--- src/rtl/truth_table_scanner.sv ---
// truth_table_scanner: walks a 4-input SoP block through all 16 minterms,
// captures the returned F into a truth table, counts the ones and compares
// the result against a golden table latched when the scan starts.
module truth_table_scanner #(
   parameter int SETTLE_CYCLES = 0
) (
   input  logic        clk,
   input  logic        rst_n,
   input  logic        start,
   input  logic [15:0] expected,
   input  logic        f_in,
   output logic        a,
   output logic        b,
   output logic        c,
   output logic        d,
   output logic        busy,
   output logic        done,
   output logic [15:0] table_out,
   output logic [4:0]  minterm_count,
   output logic        match
);

   localparam logic [3:0] SETTLE_LIM = 4'(SETTLE_CYCLES);

   typedef enum logic [1:0] {
      S_IDLE,
      S_SCAN,
      S_DONE
   } state_t;

   state_t      state_q;
   logic [3:0]  idx_q;
   logic [3:0]  settle_q;
   logic [15:0] table_q;
   logic [15:0] table_d;
   logic [4:0]  count_q;
   logic [4:0]  count_d;
   logic [15:0] exp_q;
   logic        match_q;
   logic        busy_q;
   logic        done_q;

   // Table and count as they will look once the current f_in is captured;
   // match uses this so the last minterm is included in the done cycle.
   always_comb begin
      table_d        = table_q;
      table_d[idx_q] = f_in;
      count_d        = count_q + {4'd0, f_in};
   end

   // Scan sequencer: index/settle counters, capture, and registered status.
   always_ff @(posedge clk) begin
      if (!rst_n) begin
         state_q  <= S_IDLE;
         idx_q    <= 4'd0;
         settle_q <= 4'd0;
         table_q  <= 16'd0;
         count_q  <= 5'd0;
         exp_q    <= 16'd0;
         match_q  <= 1'b0;
         busy_q   <= 1'b0;
         done_q   <= 1'b0;
      end else begin
         case (state_q)
            S_IDLE: begin
               done_q <= 1'b0;
               if (start) begin
                  state_q  <= S_SCAN;
                  busy_q   <= 1'b1;
                  idx_q    <= 4'd0;
                  settle_q <= 4'd0;
                  table_q  <= 16'd0;
                  count_q  <= 5'd0;
                  match_q  <= 1'b0;
                  exp_q    <= expected;
               end
            end
            S_SCAN: begin
               // Equality test is enough: settle counts up from zero.
               if (settle_q != SETTLE_LIM) begin
                  settle_q <= settle_q + 4'd1;
               end else begin
                  table_q  <= table_d;
                  count_q  <= count_d;
                  settle_q <= 4'd0;
                  if (idx_q == 4'hF) begin
                     // Index parks at 15 for the done cycle; no second pass.
                     state_q <= S_DONE;
                     busy_q  <= 1'b0;
                     done_q  <= 1'b1;
                     match_q <= (table_d == exp_q);
                  end else begin
                     idx_q <= idx_q + 4'd1;
                  end
               end
            end
            S_DONE: begin
               state_q <= S_IDLE;
               done_q  <= 1'b0;
               idx_q   <= 4'd0;
            end
            default: begin
               state_q <= S_IDLE;
               busy_q  <= 1'b0;
               done_q  <= 1'b0;
            end
         endcase
      end
   end

   assign a             = idx_q[3];
   assign b             = idx_q[2];
   assign c             = idx_q[1];
   assign d             = idx_q[0];
   assign busy          = busy_q;
   assign done          = done_q;
   assign table_out     = table_q;
   assign minterm_count = count_q;
   assign match         = match_q;

endmodule

--- config.mk ---
export PLATFORM = sky130hd
export DESIGN_NAME = truth_table_scanner
export DESIGN_NICKNAME = d
export VERILOG_FILES = /design/src/rtl/truth_table_scanner.sv
export SDC_FILE = /design/constraint.sdc
export NUM_CORES = 1
export LEC_CHECK = 0
export CORE_ASPECT_RATIO = 1.75
export CORE_MARGIN = 5
export CORE_UTILIZATION = 30
export DETAILED_ROUTE_END_ITERATION = 12
export SLEW_MARGIN = 10
export SYNTH_ARGS = -nofsm -noshare
export SYNTH_HDL_FRONTEND = slang
export SYNTH_SLANG_ARGS = --single-unit
--- constraint.sdc ---
create_clock -name clk -period 2.6 [get_ports clk]
set_clock_uncertainty 0.1 [all_clocks]
set_input_delay 0.65 -clock clk [delete_from_list [all_inputs] [get_ports clk]]
set_output_delay 0.65 -clock clk [all_outputs]
set_load 0.005 [all_outputs]
==> run metrics <==
area of the mapped netlist 2799 µm²; Die X between 80 and 90 µm; CORE AREA 9094 µm²; RSZ-0062 raised after global routing false; Initial Util 30.78%; sum of negative setup slack 0 ps; Avg Vias per Cell 5.083; MaxCap Viol Count 0; Fmax 0.4213 GHz; Post-Syn Instances 335; hold path endpoint done$_SDFFE_PN0P_; GPL Wtd Cong roughly 0.94; Worst Min Path Start done$_SDFFE_PN0P_; HPWL after DPL 6.040 mm; endpoints failing setup 0; Hold Crit Class reg2reg; Seq/Total Area, Yosys between 30% and 40%; Core Rows 46; Async S/R FF share, synth 0%; Syn Area/Cell around 8.4 µm²; CTS Buf Count 5; post-synthesis net count roughly 370; clk slew on worst S/H paths 60 ps; CTS H-Tree Depth 2; Routed WL per cell ~15 µm; Crit Path Max Fanout 6; CTS root buf clkbuf_16; DR DRC count 0; critical path class reg2reg; post-route minimum period 2374 ps; initial antenna violation count 0; CTS Hold Bufs 0; commonest non-fill, non-tap cells in the layout 48 x dfxtp_1, 47 x nand2_1, 47 x clkdlybuf4s50_1; CTS tree built; Die Area around 11000 µm²; reg2reg setup slack 230 ps; Leakage 1.332 nW; nets approximately 420; Pwr Density 472.2 nW/µm²; CTS sink count 50; global route overflow 0; worst reg2reg endpoint match$_SDFFE_PN0P_; IO Pins 48; Tcrit/Tclk final around nine tenths; Primary FF master, synth dfxtp_1; pin count of the biggest net entering global routing 26; DRT antenna net count 0; nature of the critical path endpoint register; FF-to-FF path depth 7; first-pass GRT wire length 12.89 mm; Worst Setup Start Kind register; DRT Pass-1 Iters 4; DR vias between 2k and 3k; setup ws final approximately 230 ps; commonest non-fill, non-tap cell in the layout dfxtp_1; fin. max-slew vios 0; Worst Max-Slew Pin Slew 740.3 ps; Die Ht 137.8 µm; Critical Path RT around 2700 ps; status finished, final reports clean; worst rel slew slack 50.46%; maximum VDD drop 0.0002848 V; # diodes 0; Post-synth EDFFs 0; Worst Hold Path Cells 2; number of global-route vias before repair about 2.6k; Arrival @ worst endpoint 2480 ps; Synth Warn # 0; Place WS 79.66 ps; IO buf count 47; overall routing resource usage 13.99%; drt initial violations ~270; Netlist cell types 49; worst-case clock buffer depth 2; Area Overhead vs Synth 28.74%; Clock Latency Late Sink 290 ps; share of cells above drive strength 1 7.273%; Critical R2R Launch idx_q[1]$_SDFFE_PN0P_; Synth Register Bits 50; Final Hold Vio Count 0; Routed Wire Length 7.728 mm
==> layout make-up <==
class / instances / area, µm²
inverter: 16 / 60.06
multi-input combinational: 250 / 1655
tap: 120 / 150.1
clock buffer: 5 / 125.1
timing repair buffer: 62 / 595.6
fill: 974 / 5490
sequential: 50 / 1003
clock inverter: 2 / 13.76
==> flip-flops by register name, summed over array words and instances, names as in the netlist <==
name	count
minterm_count	5
table_out	16
state_q	2
done	1
settle_q	4
busy	1
exp_q	16
idx_q	4
match	1
==> layer usage <==
layer	share of wire (%)	vias up	GRT usage (%)
li1	-	1294	-
met1	40	1204	14.35
met2	53	51	26.25
met3	3.6	18	3.052
met4	3.4	0	7.545
met5	0	-	0
==> metrics by stage <==
step	hold slack [ps]	instance area, µm²	util [%]	power, mW	std cells
after CTS	395.1	3596	39.54	1.726	505
after detailed placement	379.5	3457	38.02	1.087	498
after global placement	354.8	3457	38.02	1.083	498
after global routing	419.8	3603	39.63	1.782	505
final	386.7	3603	39.63	1.701	505
after floorplan	356.1	2799	-	0.9720	335
==> logic make-up after synthesis <==
logic type / after synthesis / share of synthesized area [%]
simple gates: 128 / 23.74
buf+inv: 35 / 5.275
flops: 50 / 35.76
mux: 9 / 3.219
fa+ha+maj: 10 / 4.470
xor+xnor: 14 / 4.381
compound gates: 89 / 23.16
==> how the worst max path moves through the flow <==
stage / from / depth (start not counted) / to
2_1_floorplan: idx_q[0]$_SDFFE_PN0P_ / 6 / match$_SDFFE_PN0P_
3_3_place_gp: f_in / 7 / match$_SDFFE_PN0P_
4_1_cts: idx_q[2]$_SDFFE_PN0P_ / 2 / b
3_5_place_dp: f_in / 6 / match$_SDFFE_PN0P_
5_1_grt: idx_q[1]$_SDFFE_PN0P_ / 7 / match$_SDFFE_PN0P_
6_report: idx_q[1]$_SDFFE_PN0P_ / 7 / match$_SDFFE_PN0P_
==> synth_stat cells, types with 3 or more instances <==
cell / instances / share of area [%]
a21boi_0: 24 / 6.4
nand3_1: 11 / 2.0
nand2b_1: 7 / 1.6
mux2i_1: 9 / 3.2
nor2b_1: 6 / 1.3
inv_1: 16 / 2.1
buf_2: 4 / 0.72
nand2_1: 47 / 6.3
and3b_1: 6 / 1.9
o22ai_1: 3 / 0.67
and3_1: 5 / 1.1
nor3b_1: 5 / 1.3
xnor2_1: 7 / 2.2
a21oi_1: 4 / 0.72
nor2_1: 21 / 2.8
ha_1: 10 / 4.5
dfxtp_1: 50 / 36
clkbuf_1: 11 / 1.5
a22o_1: 12 / 3.8
o32ai_1: 7 / 2.2
nand4_1: 5 / 1.1
a22oi_1: 3 / 0.80
xor2_1: 7 / 2.2
nand3b_1: 3 / 0.80
o21ai_0: 19 / 3.4
==> where the power goes <==
group          internal, mW  switching [mW]
clock network         0.353           0.280
logic                 0.123           0.128
registers             0.789          0.0286
total                  1.26           0.437
==> critical path: stages (launching register included) <==
cell     delay, ps
dfxtp_1        360
inv_1          140
ha_1           300
and3b_1        280
mux2i_1        240
o22ai_1         90
or4_1          530
o31ai_1        240
==> repair_timing <==
item / 4_1_cts / 5_1_grt
gates resized for setup: 0 / 3
buffers inserted: 0 / 0
endpoints found under the setup margin: 0 / 3
Note: power is estimated with default switching activity, not from simulation.
